File: src/rtl/tiny_dnn_sequencer_if.sv
// Stream and AXI-Lite master bundle for tiny_dnn_sequencer.
// The master modport is the sequencer side; slave is the accelerator/stream environment.
interface tiny_dnn_sequencer_if;
    logic [15:0] s_axis_tdata;
    logic        s_axis_tvalid;
    logic        s_axis_tready;
    logic        s_axis_tlast;

    logic [31:0] m_axis_tdata;
    logic        m_axis_tvalid;
    logic        m_axis_tready;
    logic        m_axis_tlast;

    logic [31:0] M_AXI_AWADDR;
    logic        M_AXI_AWVALID;
    logic        M_AXI_AWREADY;
    logic [31:0] M_AXI_WDATA;
    logic [3:0]  M_AXI_WSTRB;
    logic        M_AXI_WVALID;
    logic        M_AXI_WREADY;
    logic [1:0]  M_AXI_BRESP;
    logic        M_AXI_BVALID;
    logic        M_AXI_BREADY;
    logic [31:0] M_AXI_ARADDR;
    logic        M_AXI_ARVALID;
    logic        M_AXI_ARREADY;
    logic [31:0] M_AXI_RDATA;
    logic [1:0]  M_AXI_RRESP;
    logic        M_AXI_RVALID;
    logic        M_AXI_RREADY;

    modport master (
        input  s_axis_tdata, s_axis_tvalid, s_axis_tlast,
        output s_axis_tready,
        output m_axis_tdata, m_axis_tvalid, m_axis_tlast,
        input  m_axis_tready,
        output M_AXI_AWADDR, M_AXI_AWVALID,
        input  M_AXI_AWREADY,
        output M_AXI_WDATA, M_AXI_WSTRB, M_AXI_WVALID,
        input  M_AXI_WREADY,
        input  M_AXI_BRESP, M_AXI_BVALID,
        output M_AXI_BREADY,
        output M_AXI_ARADDR, M_AXI_ARVALID,
        input  M_AXI_ARREADY,
        input  M_AXI_RDATA, M_AXI_RRESP, M_AXI_RVALID,
        output M_AXI_RREADY
    );

    modport slave (
        output s_axis_tdata, s_axis_tvalid, s_axis_tlast,
        input  s_axis_tready,
        input  m_axis_tdata, m_axis_tvalid, m_axis_tlast,
        output m_axis_tready,
        input  M_AXI_AWADDR, M_AXI_AWVALID,
        output M_AXI_AWREADY,
        input  M_AXI_WDATA, M_AXI_WSTRB, M_AXI_WVALID,
        output M_AXI_WREADY,
        output M_AXI_BRESP, M_AXI_BVALID,
        input  M_AXI_BREADY,
        input  M_AXI_ARADDR, M_AXI_ARVALID,
        output M_AXI_ARREADY,
        output M_AXI_RDATA, M_AXI_RRESP, M_AXI_RVALID,
        input  M_AXI_RREADY
    );
endinterface

File: src/rtl/tiny_dnn_sequencer.sv
// Streams weights into the tiny_dnn accelerator over AXI-Lite, runs it, streams results out.
// Optional watchdog on outstanding AW/AR: define TINY_DNN_SEQ_TIMEOUT_EN.
module tiny_dnn_sequencer #(
    parameter int          F_NUM = 16,
    parameter logic [31:0] BASE  = 32'h0000_0000
) (
    input  logic                  S_AXI_ACLK,
    input  logic                  S_AXI_ARESETN,
    input  logic                  start,
    input  logic                  cfg_init,
    input  logic [12:0]           cfg_load_addr,
    input  logic [13:0]           cfg_word_cnt,
    input  logic [8:0]            cfg_exec_off,
    tiny_dnn_sequencer_if.master  bus,
    output logic                  busy,
    output logic                  done,
    output logic                  err
);
    localparam int FW = (F_NUM > 1) ? $clog2(F_NUM) : 1;

    typedef enum logic [2:0] {S_IDLE, S_INIT, S_LOAD, S_EXEC, S_READ, S_DONE} state_t;
    state_t state_q, state_d;

    logic [8:0]    exec_off_q;
    logic [12:0]   n_q;
    logic [13:0]   remain_q;
    logic          short_q;
    logic [FW-1:0] f_q, f_d;
    logic          aw_valid_q, w_valid_q, b_ready_q, wr_busy_q;
    logic          ar_valid_q, rd_busy_q;
    logic [31:0]   awaddr_q, wr_addr_d, araddr_q;
    logic [15:0]   wdata_q, wr_data_d;
    logic [31:0]   m_data_q;
    logic          m_valid_q, m_last_q, err_q;
    logic          wr_issue, ar_issue;
    logic          s_ready, r_ready, s_hs, b_hs, r_hs, m_hs, wd_hit;

    assign s_ready = (state_q == S_LOAD) && !wr_busy_q && (remain_q != 14'd0) && !short_q;
    assign r_ready = (state_q == S_READ) && rd_busy_q && !m_valid_q;
    assign s_hs    = s_ready && bus.s_axis_tvalid;
    assign b_hs    = b_ready_q && bus.M_AXI_BVALID;
    assign r_hs    = r_ready && bus.M_AXI_RVALID;
    assign m_hs    = m_valid_q && bus.m_axis_tready;

`ifdef TINY_DNN_SEQ_TIMEOUT_EN
    logic [15:0] wd_q;
    assign wd_hit = (wd_q == 16'hFFFF);

    always_ff @(posedge S_AXI_ACLK or negedge S_AXI_ARESETN) begin
        if (!S_AXI_ARESETN)              wd_q <= '0;
        else if (wr_issue || ar_issue || wd_hit) wd_q <= '0;
        else if (wr_busy_q || rd_busy_q) wd_q <= wd_q + 16'd1;
    end
`else
    assign wd_hit = 1'b0;
`endif

    always_ff @(posedge S_AXI_ACLK or negedge S_AXI_ARESETN) begin
        if (!S_AXI_ARESETN) state_q <= S_IDLE;
        else                state_q <= state_d;
    end

    always_comb begin
        state_d   = state_q;
        wr_issue  = 1'b0;
        wr_addr_d = awaddr_q;
        wr_data_d = wdata_q;
        ar_issue  = 1'b0;
        f_d       = f_q;
        case (state_q)
            S_IDLE: if (start) begin
                if (cfg_init) begin
                    state_d   = S_INIT;
                    wr_issue  = 1'b1;
                    wr_addr_d = BASE | 32'h0000_FFFC;
                    wr_data_d = 16'h0;
                end else if (cfg_word_cnt != 14'd0) begin
                    state_d = S_LOAD;
                end else begin
                    state_d   = S_EXEC;
                    wr_issue  = 1'b1;
                    wr_addr_d = BASE | 32'h8000 | {21'b0, cfg_exec_off, 2'b00};
                    wr_data_d = 16'h0;
                end
            end
            S_INIT: if (b_hs) begin
                if (remain_q != 14'd0) begin
                    state_d = S_LOAD;
                end else begin
                    state_d   = S_EXEC;
                    wr_issue  = 1'b1;
                    wr_addr_d = BASE | 32'h8000 | {21'b0, exec_off_q, 2'b00};
                    wr_data_d = 16'h0;
                end
            end
            S_LOAD: begin
                if (s_hs) begin
                    wr_issue  = 1'b1;
                    wr_addr_d = BASE | {17'b0, n_q, 2'b00};
                    wr_data_d = bus.s_axis_tdata;
                end
                // short stream: the written beat finishes, then jump straight to readback
                if (b_hs) begin
                    if (short_q) begin
                        state_d  = S_READ;
                        ar_issue = 1'b1;
                        f_d      = '0;
                    end else if (remain_q == 14'd0) begin
                        state_d   = S_EXEC;
                        wr_issue  = 1'b1;
                        wr_addr_d = BASE | 32'h8000 | {21'b0, exec_off_q, 2'b00};
                        wr_data_d = 16'h0;
                    end
                end
            end
            S_EXEC: if (b_hs) begin
                state_d  = S_READ;
                ar_issue = 1'b1;
                f_d      = '0;
            end
            S_READ: if (m_hs) begin
                if (m_last_q) begin
                    state_d = S_DONE;
                end else begin
                    ar_issue = 1'b1;
                    f_d      = f_q + 1'b1;
                end
            end
            S_DONE:  state_d = S_IDLE;
            default: state_d = S_IDLE;
        endcase
        if (wd_hit) begin
            state_d  = S_DONE;
            wr_issue = 1'b0;
            ar_issue = 1'b0;
        end
    end

    always_ff @(posedge S_AXI_ACLK or negedge S_AXI_ARESETN) begin
        if (!S_AXI_ARESETN) begin
            exec_off_q <= '0;
            n_q        <= '0;
            remain_q   <= '0;
            short_q    <= 1'b0;
            f_q        <= '0;
            aw_valid_q <= 1'b0;
            w_valid_q  <= 1'b0;
            b_ready_q  <= 1'b0;
            wr_busy_q  <= 1'b0;
            ar_valid_q <= 1'b0;
            rd_busy_q  <= 1'b0;
            awaddr_q   <= '0;
            wdata_q    <= '0;
            araddr_q   <= '0;
            m_data_q   <= '0;
            m_valid_q  <= 1'b0;
            m_last_q   <= 1'b0;
            err_q      <= 1'b0;
        end else begin
            if (state_q == S_IDLE && start) begin
                exec_off_q <= cfg_exec_off;
                n_q        <= cfg_load_addr;
                remain_q   <= cfg_word_cnt;
                short_q    <= 1'b0;
                err_q      <= 1'b0;
            end
            if (s_hs) begin
                n_q      <= n_q + 13'd1;
                remain_q <= remain_q - 14'd1;
                if (bus.s_axis_tlast && remain_q != 14'd1) begin
                    short_q <= 1'b1;
                    err_q   <= 1'b1;
                end
            end

            if (aw_valid_q && bus.M_AXI_AWREADY) aw_valid_q <= 1'b0;
            if (w_valid_q && bus.M_AXI_WREADY)   w_valid_q  <= 1'b0;
            if (b_hs) begin
                b_ready_q <= 1'b0;
                wr_busy_q <= 1'b0;
                if (bus.M_AXI_BRESP != 2'b00) err_q <= 1'b1;
            end
            // a new write may be issued on the B handshake edge, so it overrides the clears above
            if (wr_issue) begin
                aw_valid_q <= 1'b1;
                w_valid_q  <= 1'b1;
                b_ready_q  <= 1'b1;
                wr_busy_q  <= 1'b1;
                awaddr_q   <= wr_addr_d;
                wdata_q    <= wr_data_d;
            end

            if (ar_valid_q && bus.M_AXI_ARREADY) ar_valid_q <= 1'b0;
            if (r_hs) begin
                rd_busy_q <= 1'b0;
                m_data_q  <= bus.M_AXI_RDATA;
                m_valid_q <= 1'b1;
                m_last_q  <= (f_q == FW'(F_NUM - 1));
                if (bus.M_AXI_RRESP != 2'b00) err_q <= 1'b1;
            end
            if (m_hs) m_valid_q <= 1'b0;
            if (ar_issue) begin
                ar_valid_q <= 1'b1;
                rd_busy_q  <= 1'b1;
                araddr_q   <= BASE | 32'h8000 | (32'(f_d) << 2);
                f_q        <= f_d;
            end

            if (wd_hit) begin
                aw_valid_q <= 1'b0;
                w_valid_q  <= 1'b0;
                b_ready_q  <= 1'b0;
                wr_busy_q  <= 1'b0;
                ar_valid_q <= 1'b0;
                rd_busy_q  <= 1'b0;
                err_q      <= 1'b1;
            end
        end
    end

    assign bus.s_axis_tready = s_ready;
    assign bus.m_axis_tdata  = m_data_q;
    assign bus.m_axis_tvalid = m_valid_q;
    assign bus.m_axis_tlast  = m_last_q;
    assign bus.M_AXI_AWADDR  = awaddr_q;
    assign bus.M_AXI_AWVALID = aw_valid_q;
    assign bus.M_AXI_WDATA   = {wdata_q, 16'h0000};
    assign bus.M_AXI_WSTRB   = 4'b1100;
    assign bus.M_AXI_WVALID  = w_valid_q;
    assign bus.M_AXI_BREADY  = b_ready_q;
    assign bus.M_AXI_ARADDR  = araddr_q;
    assign bus.M_AXI_ARVALID = ar_valid_q;
    assign bus.M_AXI_RREADY  = r_ready;

    assign busy = (state_q != S_IDLE) && (state_q != S_DONE);
    assign done = (state_q == S_DONE);
    assign err  = err_q;
endmodule

File: src/flat_wrapper.sv
// flat-port wrapper written by rule: the top's interface ports become plain ports
module tiny_dnn_sequencer_flat 
#(
    parameter int          F_NUM = 16,
    parameter logic [31:0] BASE  = 32'h0000_0000
)
  (S_AXI_ACLK, S_AXI_ARESETN, start, cfg_init, cfg_load_addr, cfg_word_cnt, cfg_exec_off, busy, done, err, bus_s_axis_tdata, bus_s_axis_tvalid, bus_s_axis_tlast, bus_s_axis_tready, bus_m_axis_tdata, bus_m_axis_tvalid, bus_m_axis_tlast, bus_m_axis_tready, bus_M_AXI_AWADDR, bus_M_AXI_AWVALID, bus_M_AXI_AWREADY, bus_M_AXI_WDATA, bus_M_AXI_WSTRB, bus_M_AXI_WVALID, bus_M_AXI_WREADY, bus_M_AXI_BRESP, bus_M_AXI_BVALID, bus_M_AXI_BREADY, bus_M_AXI_ARADDR, bus_M_AXI_ARVALID, bus_M_AXI_ARREADY, bus_M_AXI_RDATA, bus_M_AXI_RRESP, bus_M_AXI_RVALID, bus_M_AXI_RREADY);
  tiny_dnn_sequencer_if bus_i ();
  input  logic S_AXI_ACLK;
  input  logic S_AXI_ARESETN;
  input  logic start;
  input  logic cfg_init;
  input  logic [12:0] cfg_load_addr;
  input  logic [13:0] cfg_word_cnt;
  input  logic [8:0] cfg_exec_off;
  output logic busy;
  output logic done;
  output logic err;
  input wire logic [$bits(bus_i.s_axis_tdata)-1:0] bus_s_axis_tdata;
  input wire logic [$bits(bus_i.s_axis_tvalid)-1:0] bus_s_axis_tvalid;
  input wire logic [$bits(bus_i.s_axis_tlast)-1:0] bus_s_axis_tlast;
  output wire logic [$bits(bus_i.s_axis_tready)-1:0] bus_s_axis_tready;
  output wire logic [$bits(bus_i.m_axis_tdata)-1:0] bus_m_axis_tdata;
  output wire logic [$bits(bus_i.m_axis_tvalid)-1:0] bus_m_axis_tvalid;
  output wire logic [$bits(bus_i.m_axis_tlast)-1:0] bus_m_axis_tlast;
  input wire logic [$bits(bus_i.m_axis_tready)-1:0] bus_m_axis_tready;
  output wire logic [$bits(bus_i.M_AXI_AWADDR)-1:0] bus_M_AXI_AWADDR;
  output wire logic [$bits(bus_i.M_AXI_AWVALID)-1:0] bus_M_AXI_AWVALID;
  input wire logic [$bits(bus_i.M_AXI_AWREADY)-1:0] bus_M_AXI_AWREADY;
  output wire logic [$bits(bus_i.M_AXI_WDATA)-1:0] bus_M_AXI_WDATA;
  output wire logic [$bits(bus_i.M_AXI_WSTRB)-1:0] bus_M_AXI_WSTRB;
  output wire logic [$bits(bus_i.M_AXI_WVALID)-1:0] bus_M_AXI_WVALID;
  input wire logic [$bits(bus_i.M_AXI_WREADY)-1:0] bus_M_AXI_WREADY;
  input wire logic [$bits(bus_i.M_AXI_BRESP)-1:0] bus_M_AXI_BRESP;
  input wire logic [$bits(bus_i.M_AXI_BVALID)-1:0] bus_M_AXI_BVALID;
  output wire logic [$bits(bus_i.M_AXI_BREADY)-1:0] bus_M_AXI_BREADY;
  output wire logic [$bits(bus_i.M_AXI_ARADDR)-1:0] bus_M_AXI_ARADDR;
  output wire logic [$bits(bus_i.M_AXI_ARVALID)-1:0] bus_M_AXI_ARVALID;
  input wire logic [$bits(bus_i.M_AXI_ARREADY)-1:0] bus_M_AXI_ARREADY;
  input wire logic [$bits(bus_i.M_AXI_RDATA)-1:0] bus_M_AXI_RDATA;
  input wire logic [$bits(bus_i.M_AXI_RRESP)-1:0] bus_M_AXI_RRESP;
  input wire logic [$bits(bus_i.M_AXI_RVALID)-1:0] bus_M_AXI_RVALID;
  output wire logic [$bits(bus_i.M_AXI_RREADY)-1:0] bus_M_AXI_RREADY;
  assign bus_i.s_axis_tdata = bus_s_axis_tdata;
  assign bus_i.s_axis_tvalid = bus_s_axis_tvalid;
  assign bus_i.s_axis_tlast = bus_s_axis_tlast;
  assign bus_s_axis_tready = bus_i.s_axis_tready;
  assign bus_m_axis_tdata = bus_i.m_axis_tdata;
  assign bus_m_axis_tvalid = bus_i.m_axis_tvalid;
  assign bus_m_axis_tlast = bus_i.m_axis_tlast;
  assign bus_i.m_axis_tready = bus_m_axis_tready;
  assign bus_M_AXI_AWADDR = bus_i.M_AXI_AWADDR;
  assign bus_M_AXI_AWVALID = bus_i.M_AXI_AWVALID;
  assign bus_i.M_AXI_AWREADY = bus_M_AXI_AWREADY;
  assign bus_M_AXI_WDATA = bus_i.M_AXI_WDATA;
  assign bus_M_AXI_WSTRB = bus_i.M_AXI_WSTRB;
  assign bus_M_AXI_WVALID = bus_i.M_AXI_WVALID;
  assign bus_i.M_AXI_WREADY = bus_M_AXI_WREADY;
  assign bus_i.M_AXI_BRESP = bus_M_AXI_BRESP;
  assign bus_i.M_AXI_BVALID = bus_M_AXI_BVALID;
  assign bus_M_AXI_BREADY = bus_i.M_AXI_BREADY;
  assign bus_M_AXI_ARADDR = bus_i.M_AXI_ARADDR;
  assign bus_M_AXI_ARVALID = bus_i.M_AXI_ARVALID;
  assign bus_i.M_AXI_ARREADY = bus_M_AXI_ARREADY;
  assign bus_i.M_AXI_RDATA = bus_M_AXI_RDATA;
  assign bus_i.M_AXI_RRESP = bus_M_AXI_RRESP;
  assign bus_i.M_AXI_RVALID = bus_M_AXI_RVALID;
  assign bus_M_AXI_RREADY = bus_i.M_AXI_RREADY;
  tiny_dnn_sequencer #(.F_NUM(F_NUM), .BASE(BASE)) u_core (.S_AXI_ACLK(S_AXI_ACLK), .S_AXI_ARESETN(S_AXI_ARESETN), .start(start), .cfg_init(cfg_init), .cfg_load_addr(cfg_load_addr), .cfg_word_cnt(cfg_word_cnt), .cfg_exec_off(cfg_exec_off), .bus(bus_i), .busy(busy), .done(done), .err(err));
endmodule
File: config.mk
export PLATFORM = sky130hd
export DESIGN_NAME = tiny_dnn_sequencer_flat
export DESIGN_NICKNAME = d
export VERILOG_FILES = /design/src/rtl/tiny_dnn_sequencer_if.sv /design/src/rtl/tiny_dnn_sequencer.sv /design/src/flat_wrapper.sv
export SDC_FILE = /design/constraint.sdc
export NUM_CORES = 1
export LEC_CHECK = 0
export CORE_MARGIN = 3
export CORE_UTILIZATION = 50
export DETAILED_ROUTE_END_ITERATION = 7
export DONT_BUFFER_PORTS = 1
export PLACE_DENSITY = 0.74
export SYNTH_ARGS = -nofsm -noshare
export SYNTH_HDL_FRONTEND = slang
export SYNTH_SLANG_ARGS = --single-unit
File: constraint.sdc
create_clock -name S_AXI_ACLK -period 4.2 [get_ports S_AXI_ACLK]
set_clock_uncertainty 0.1 [all_clocks]
set_input_delay 0.84 -clock S_AXI_ACLK [delete_from_list [all_inputs] [get_ports S_AXI_ACLK]]
set_output_delay 0.84 -clock S_AXI_ACLK [all_outputs]
set_load 0.01 [all_outputs]
# Yosys cells after proc, flatten, opt, wreduce, memory -nomap -nowiden
# Cells that the tools add are included.
# W data, S select, Z words.
[word_totals] ff_bits=137 inputBits=100 output_inout_bits=143 elab_cells=153
[classes] n_addsub=3 eq_ne=17 n_mux=80 reduce_logical=35
[op_table] operator="$mux W32" count=9
[op_table] operator="$mux W16" count=9
[op_table] operator="$pmux W32 S3" count=1
[op_table] operator="$pmux W16 S3" count=1
[op_table] operator="$mux W1" count=38
[op_table] operator="$mux W14" count=2
[op_table] operator="$reduce_bool A14 Y1" count=2
[op_table] operator="$mux W3" count=9
[op_table] operator="$mux W13" count=2
[op_table] operator="$mux W4" count=5
[op_table] operator="$reduce_bool A2 Y1" count=9
[op_table] operator="$logic_and A1 B1 Y1" count=15
[op_table] operator="$pmux W3 S5" count=1
[op_table] operator="$logic_not A14 Y1" count=1
[op_table] operator="$ne A14 B1 Y1 const B" count=1
[op_table] operator="$sub A14 B1 Y14 const B" count=1
[op_table] operator="$add A13 B1 Y13 const B" count=1
[op_table] operator="$pmux W4 S3" count=1
[op_table] operator="$ne A2 B1 Y1 const B" count=5
[op_table] operator="$reduce_and A7 Y1" count=1
[op_table] operator="$eq A3 B2 Y1 const B" count=2
[op_table] operator="$eq A3 B3 Y1 const B" count=2
[op_table] operator="$ne A3 B3 Y1 const B" count=2
[op_table] operator="$pmux W1 S3" count=2
[op_table] operator="9 further kinds" count=13

# Longest topological paths before layout
# Gate-level depths: netlist of run 1.
[logic_depth] ltp_word=11 mapped_depth=10 ltp_nobuf=7

# Worst setup path after synthesis of run 1
# Ideal clock, no wire load.
[synth_timing] kind="register to output" startpoint="register u_core.remain_q[0]" endpoint="output port bus_s_axis_tready" arrival_ns=1.564 t_required_ns=3.260 slack_ns=1.696 path_stages_with_launch=9 path_buffers=2 cell_sequence="dfrtp_1 inv_1 ha_1 nor3b_2 nand4_4 buf_6 buf_6 nand3_1 nor2_1"
[synth_between] elab_chain_len=3
[synth_rtl] item="start: declaration" line="tiny_dnn_sequencer.sv:26" rtl="logic [13:0] remain_q;"
[synth_rtl] item="start signal: assignment" line="tiny_dnn_sequencer.sv:163" rtl="remain_q <= cfg_word_cnt;"
[synth_rtl] item="start signal: assignment" line="tiny_dnn_sequencer.sv:169" rtl="remain_q <= remain_q - 14'd1;"
[synth_rtl] item="$reduce_bool A14 Y1" line="tiny_dnn_sequencer.sv:38" rtl="assign s_ready = (state_q == S_LOAD) && !wr_busy_q && (remain_q != 14'd0) && !short_q;"
[synth_rtl] item="$logic_and A1 B1 Y1 (2 in series)" line="tiny_dnn_sequencer.sv:38"
[synth_rtl] item="end: declaration" line="flat_wrapper.sv:22" rtl="output wire logic [$bits(bus_i.s_axis_tready)-1:0] bus_s_axis_tready;"
# No other way between the ends.

# Worst setup path after layout of run 1
# Same ends and word-level chain as after synthesis.

==> metrics.txt, run 1 <==
outcome complete, no violations; GR Util All Layers 22.1%; final net count 759; Cell Area, Placed ~6600 um^2; Routed WL around 17 mm; Antenna Nets Post-Route 0; Critical Path, Cell by Cell inv_1, ha_1, nor3b_2, nand4_4, nand3_1, nor2_1; Cell Int Power 3.28 mW; yosys warns 0; CP Buf/Inv Count 1; Logic pwr share 27.4%; R2R depth 5; Synth Flop Type dfrtp_1; worst-skew pair later-pin latency 410 ps; Setup WS post-layout 975 ps; Final Non-Filler Cells 840; worst r2r dst u_core.remain_q[5]$_DFFE_PN0P_; GR Util met2 35.3%; share of the yosys chip area belonging to registers 49.3%; period utilization 76.8%; Inserted Diodes 0; Iteration-0 DRC Markers 537; met3 Usage GRT between 10% and 20%; worst-margin pin slew 927 ps; Setup WS pre-CTS 1030 ps; WS Path Type flip-flop to output port; crit-path leading delay family simple AND/OR/NAND/NOR gates; Clock Power Share 27.4%; min Tclk post-route between 3000 and 4000 ps; sequential share of power 45.2%; IO Port Bufs 0; Post-Synthesis Cells 670; clock buffer depth 2; width of the die between 100 and 150 um; fill count 1,136; R2R setup slack about 990 ps; Die Area 14,900 um^2; post-route cell area just over 7000 um^2; startpoint types flip-flop; Num Clock Sinks approximately 130; drt wl/cell 20.0 um; first-pass GRT wire length 25.6 mm; CP Capture Type output port; Post-DP HPWL 12.1 mm; CP max stage delay 420 ps; Synth Cell Area 6750 um^2; synthesis-to-layout area growth 6.65%; Rel. slew slack 37.8%; cts bufs inserted 17; Post-CTS Setup Inserts 0; CTS clk-pin slew, worst paths 60 ps; H-tree depth 4; Hold/Removal Path Class primary input to async pin; Fin. Hold Viols 0; CTS root buffer clkbuf_16; fmax 310 MHz; core box area 12,900 um^2; MaxCap Viol Count 0; DRC errors left 0; Switching Power a little over 2 mW; CTS tree built; Post-synth ARST share 100%; vias in the first global route 4,857; initial core utilization 52.2%; pin count of the biggest net entering global routing 134; Max Slew Vio Count 0; Setup violations, final 0; Die Y-Extent about 120 um; Crit Path Max Fanout 22; drt pass-1 iters 5; RSZ-0062 raised after global routing no; share of layout cells above drive strength 1 roughly 13%; Fin Hold WS ~26 ps; Via Count 4,989; WP data arrival 2290 ps; Synth cell types 72; power per cell area approximately 740 nW/um^2; DP Cell Count 807; placer congestion estimate 0.926; leakage 3.21 nW; vias per cell 5.94; num rows 41; worst vdd ir 0.000377 V; gr busiest metal met2; Crit-path slowest cell dfrtp_1; met1 usage 27.4%; Post-synth EDFFs 0; I/O pin total 243; initial antenna violation count 1; GR Overflow Total 0; Sw Share 38.3%; syn_area_per_cell 10.1 um^2; Worst EP required 3260 ps; reg2reg start u_core.state_q[0]$_DFFE_PN0P_; FF+latch count, synth 133; Total Neg Setup Slack 0 ps
## per-stage QoR
stage / utilization, % / power (mW)
2_1_floorplan: - / 3.49
3_3_place_gp: 51.1 / 3.75
3_5_place_dp: 51.1 / 3.85
4_1_cts: 55.6 / 5.32
5_1_grt: 55.7 / 5.64
6_report: 55.7 / 5.31
## cells in the mapped netlist (3+ instances only)
cell type  number  share of area, %
o311a_1         8               1.2
a21oi_1        14               1.0
o22a_1          8               1.0
mux2_2         30               5.0
a31oi_1         4              0.37
or3_1          10              0.93
or4_1           3              0.33
o22ai_1         8              0.74
nor2_1         36               2.0
nand2b_1       10              0.93
nand3_1        15               1.1
o211ai_1        6              0.67
o311ai_0        5              0.65
clkbuf_1       15              0.83
nor3_1         16               1.2
ha_1            4              0.74
a211oi_1        6              0.67
o21a_1         11               1.2
o21ai_0        43               3.2
a221o_1        11               1.6
buf_6           6               1.0
dfrtp_1       133                49
a21o_1          4              0.44
and3_1          4              0.37
nor4_1          8              0.74
buf_2          10              0.74
o32a_1          7               1.0
nor3b_1         3              0.33
inv_1          15              0.83
and2_1         20               1.9
buf_4          49               5.4
nand2_1        96               5.3
## cells by family after synthesis
| group | synth area share [%] |
|---|---|
| flops | 49.3 |
| compound gates | 16.1 |
| other cells | 0.111 |
| simple gates | 19.1 |
| buf+inv | 9.12 |
| xor+xnor | 0.259 |
| mux | 5.34 |
| fa+ha+maj | 0.741 |
## area by class of cell
type                       instances  area (um^2)  area share (%)
inverter                          15         56.3           0.782
multi-input combinational        483         2980            41.3
tap                              172          215            2.99
clock buffer                      18          429            5.96
sequential                       133         3330            46.2
timing repair buffer               5         40.0           0.556
clock inverter                    14          155            2.15
## registers in the layout (all words and copies together), names as in the netlist, 3 cells and up, named ones only
signal and cells:
u_core.bus.M_AXI_AWADDR 32, u_core.bus.m_axis_tdata 32, u_core.exec_off_q 9, u_core.n_q 13, u_core.remain_q 14, u_core.state_q 3
u_core.wdata_q 16
## worst max path at each step
stage / from / cells past startpoint / endpoint / slack (ps)
floorplan: u_core.remain_q[0]$_DFFE_PN0P_ / 8 / bus_s_axis_tready / 1700
global placement: u_core.state_q[0]$_DFFE_PN0P_ / 5 / u_core.remain_q[5]$_DFFE_PN0P_ / 1210
detailed placement: u_core.state_q[0]$_DFFE_PN0P_ / 5 / u_core.remain_q[5]$_DFFE_PN0P_ / 1030
CTS: u_core.remain_q[0]$_DFFE_PN0P_ / 6 / bus_s_axis_tready / 970
global route: u_core.remain_q[0]$_DFFE_PN0P_ / 6 / bus_s_axis_tready / 780
finish: u_core.remain_q[0]$_DFFE_PN0P_ / 6 / bus_s_axis_tready / 970
## cell usage in the layout, fill, tap and decap left out, types with 7 or more instances in the layout
cell type    n
o311a_1      8
o32a_1       7
dfrtp_1    133
nor2_1      36
nand3_1     15
nor4_1       8
o22a_1       8
inv_1       15
mux2_2      30
o22ai_1      8
clkbuf_16   17
nand2b_1    10
a21oi_1     14
and2_1      20
nor3_1      16
o21a_1      11
conb_1      47
nand2_1     96
or3_1       10
a221o_1     11
o21ai_0     43
## timing repair
action,in CTS,in global routing
setup endpoints to repair,0,0
resized for setup,0,0
hold endpoints to repair,0,9
hold buffers,0,1
## power groups by stage
stage                     logic, mW  registers, mW  clock network [mW]
after floorplan                1.30           2.19                   0
after global placement         1.37           2.39                   0
after detailed placement       1.44           2.41                   0
after CTS                      1.44           2.40                1.48
after global routing           1.64           2.46                1.54
final                          1.45           2.40                1.46
## routing by layer
layer	routed length (um)	part of all wire, %
met5	0	0
met4	110	0.66
met3	2040	12
met2	8130	48
met1	6490	39
Power figures use the tool's default switching activity.
==> run 2: changes to the inputs <==
--- a/config.mk
+++ b/config.mk
@@ -9,7 +9,7 @@
 export CORE_UTILIZATION = 50
 export DETAILED_ROUTE_END_ITERATION = 7
 export DONT_BUFFER_PORTS = 1
-export PLACE_DENSITY = 0.74
+export PLACE_DENSITY = 0.77
 export SYNTH_ARGS = -nofsm -noshare
 export SYNTH_HDL_FRONTEND = slang
 export SYNTH_SLANG_ARGS = --single-unit
==> constraint.sdc (replaced) <==
create_clock -name S_AXI_ACLK -period 2.85 [get_ports S_AXI_ACLK]
set_clock_uncertainty 0.1 [all_clocks]
set_input_delay 0.57 -clock S_AXI_ACLK [delete_from_list [all_inputs] [get_ports S_AXI_ACLK]]
set_output_delay 0.57 -clock S_AXI_ACLK [all_outputs]
set_load 0.01 [all_outputs]
==> run 2 against run 1 <==
- the flow now finishes with violations (hold timing)
- sequential share of layout area is 0.77 points lower
- combinational power is 62% higher
- sequential power is 44% higher
- flip-flop and latch count stayed put
- core utilization is 0.95 points higher
- power is 51% higher
- register-to-register slack worse by 760 ps
- global-route usage is 0.94 points higher
- first-iteration DRC count is 20% lower
- largest cell class unchanged
- highest routed layer unchanged
==> metrics.txt, run 2 (same netlist as run 1, synthesis figures left out) <==
fin util 56.6% (was 55.7%); CTS root buffer clkbuf_16 (unchanged); Cell Area, Placed 6700 um^2 (was 6610 um^2); clock buffer depth 2 (unchanged); CP Capture Type output port (unchanged); Setup WS post-layout 137 ps (was 975 ps); Iteration-0 DRC Markers 432 (was 537); Setup violations, final 0 (unchanged); Via Count 5,180 (was 4,989); Rel. slew slack 44.6% (was 37.8%); drt wl/cell 20.6 um (was 20.0 um); failing checks hold timing; power per cell area 1090 nW/um^2 (was 737 nW/um^2); Crit Path Max Fanout 20 (was 22); vias in the first global route 4,994 (was 4,857); R2R depth 7 (was 5); R2R setup slack 230 ps (was 990 ps); fmax 369 MHz; drt pass-1 iters 7 (was 5); GR Overflow Total 0 (unchanged); RSZ-0062 raised after global routing no (unchanged); num rows 41 (unchanged); Critical Path Source u_core.remain_q[0]$_DFFE_PN0P_ (unchanged); I/O pin total 243 (unchanged); leakage 3.27 nW (was 3.21 nW); core box area 12,900 um^2 (unchanged); cts bufs inserted 17 (unchanged); Logic pwr share 29.4% (was 27.4%); Total Neg Setup Slack 0 ps (unchanged); Die Y-Extent 122 um (unchanged); vias per cell 6.08 (was 5.94); Cell Int Power 4.93 mW (was 3.28 mW); worst-margin pin slew 831 ps (was 927 ps); Hold/Removal Path Class primary input to async pin (unchanged); initial antenna violation count 0 (was 1); Switching Power 3.06 mW (was 2.03 mW); Worst EP required 2180 ps (was 3260 ps); Post-DP HPWL 12.3 mm (was 12.1 mm); Setup WS pre-CTS 168 ps (was 1030 ps); first-pass GRT wire length 26.7 mm (was 25.6 mm); outcome complete, but fails checks (was complete, no violations); Routed WL 17.5 mm (was 16.8 mm); synthesis-to-layout area growth 8.47% (was 6.65%); sequential share of power 43.3% (was 45.2%); final net count 771 (was 759); Antenna Nets Post-Route 0 (unchanged); H-tree depth 4 (unchanged); WS Path Type flip-flop to output port (unchanged); Fin. Hold Viols 133 (was 0); CTS clk-pin slew, worst paths 60 ps (about the same); Max Slew Vio Count 0 (unchanged); most common cell after layout, fill and taps aside dfrtp_1 (unchanged); Sw Share 38.3% (about the same); width of the die 122 um (unchanged); Die Area 14,900 um^2 (unchanged); Tot Pwr 7.99 mW (was 5.31 mW); worst-skew pair later-pin latency 420 ps (was 410 ps); worst r2r dst u_core.bus.M_AXI_AWVALID$_DFFE_PN0P_ (was u_core.remain_q[5]$_DFFE_PN0P_); DRC errors left 0 (unchanged); initial core utilization 52.2% (unchanged); Clock Power Share 27.3% (was 27.4%); worst vdd ir 0.000500 V (was 0.000377 V); reg2reg start u_core.remain_q[0]$_DFFE_PN0P_ (was u_core.state_q[0]$_DFFE_PN0P_); Inserted Diodes 0 (unchanged); WP data arrival 2040 ps (was 2290 ps); DP Cell Count 819 (was 807); most frequent cells in the layout dfrtp_1 (133), nand2_1 (96), conb_1 (47) (unchanged); min Tclk post-route 2710 ps; pin count of the biggest net entering global routing 134 (unchanged); Final Non-Filler Cells 852 (was 840); Fin Hold WS -259 ps (was 25.8 ps); GR Util All Layers 23.0% (was 22.1%); share of layout cells above drive strength 1 14.9% (was 12.6%); period utilization 95.2%; CTS tree built (unchanged); post-route cell area 7320 um^2 (was 7200 um^2); startpoint types flip-flop (unchanged); IO Port Bufs 0 (unchanged); MaxCap Viol Count 0 (unchanged); Num Clock Sinks 133 (unchanged); placer congestion estimate 0.926 (about the same)
==> run 2: cell types whose count changed in the layout (fill, tap and decap cells not counted), sizes merged <==
cell / change
buf: +13
clkinv: -3
clkinvlp: +2
dlygate4sd3: -1
inv: +1
==> run 2: layer usage <==
metal | routed length (um) | GRT usage, % | vias up | part of all wire, %
met5 | 0 | 0 | - | 0
met4 | 435 | 8.05 | 0 | 2.5
met3 | 1930 | 9.19 | 37 | 11
li1 | - | - | 2301 | -
met2 | 8540 | 36.2 | 305 | 49
met1 | 6620 | 29.0 | 2537 | 38
==> run 2: worst max-delay path by stage <==
stage	to	slack [ps]	depth (start not counted)
3_3_place_gp	u_core.n_q[2]$_DFFE_PN0P_	270	7
2_1_floorplan	bus_s_axis_tready	620	8
5_1_grt	bus_s_axis_tready	5	7
4_1_cts	bus_s_axis_tready	20	7
6_report	bus_s_axis_tready	140	7
3_5_place_dp	u_core.remain_q[9]$_DFFE_PN0P_	170	7
==> run 2: layout make-up <==
cell class              count  area (um^2)
fillers                  1118         5600
well taps                 172          215
clock buffers              18          439
flip-flops and latches    133         3330
clock inverters            14          153
multi-input cells         483         2990
repair buffers             17          140
inverters                  15         56.3
==> run 2: repair_timing <==
item / CTS / global route
endpoints found under the hold margin: 133 / 133
setup buffers: 0 / 1
setup endpoints to repair: 0 / 18
resized for setup: 0 / 7
==> run 2: power groups by stage <==
stage                     clock network (mW)  registers (mW)  logic [mW]
after CTS                               2.20            3.45        2.30
after global routing                    2.28            3.55        2.62
after global placement                     0            3.43        2.16
after floorplan                            0            3.23        1.91
final                                   2.18            3.46        2.35
after detailed placement                   0            3.47        2.28
==> run 2: worst max-delay path: stages, from the launching register on <==
cell and delay (ps):
dfrtp_1 420, inv_1 110, ha_2 210, nor3b_4 310, nand4_4 180, buf_12 210, nand3_1 110, nor2_2 70
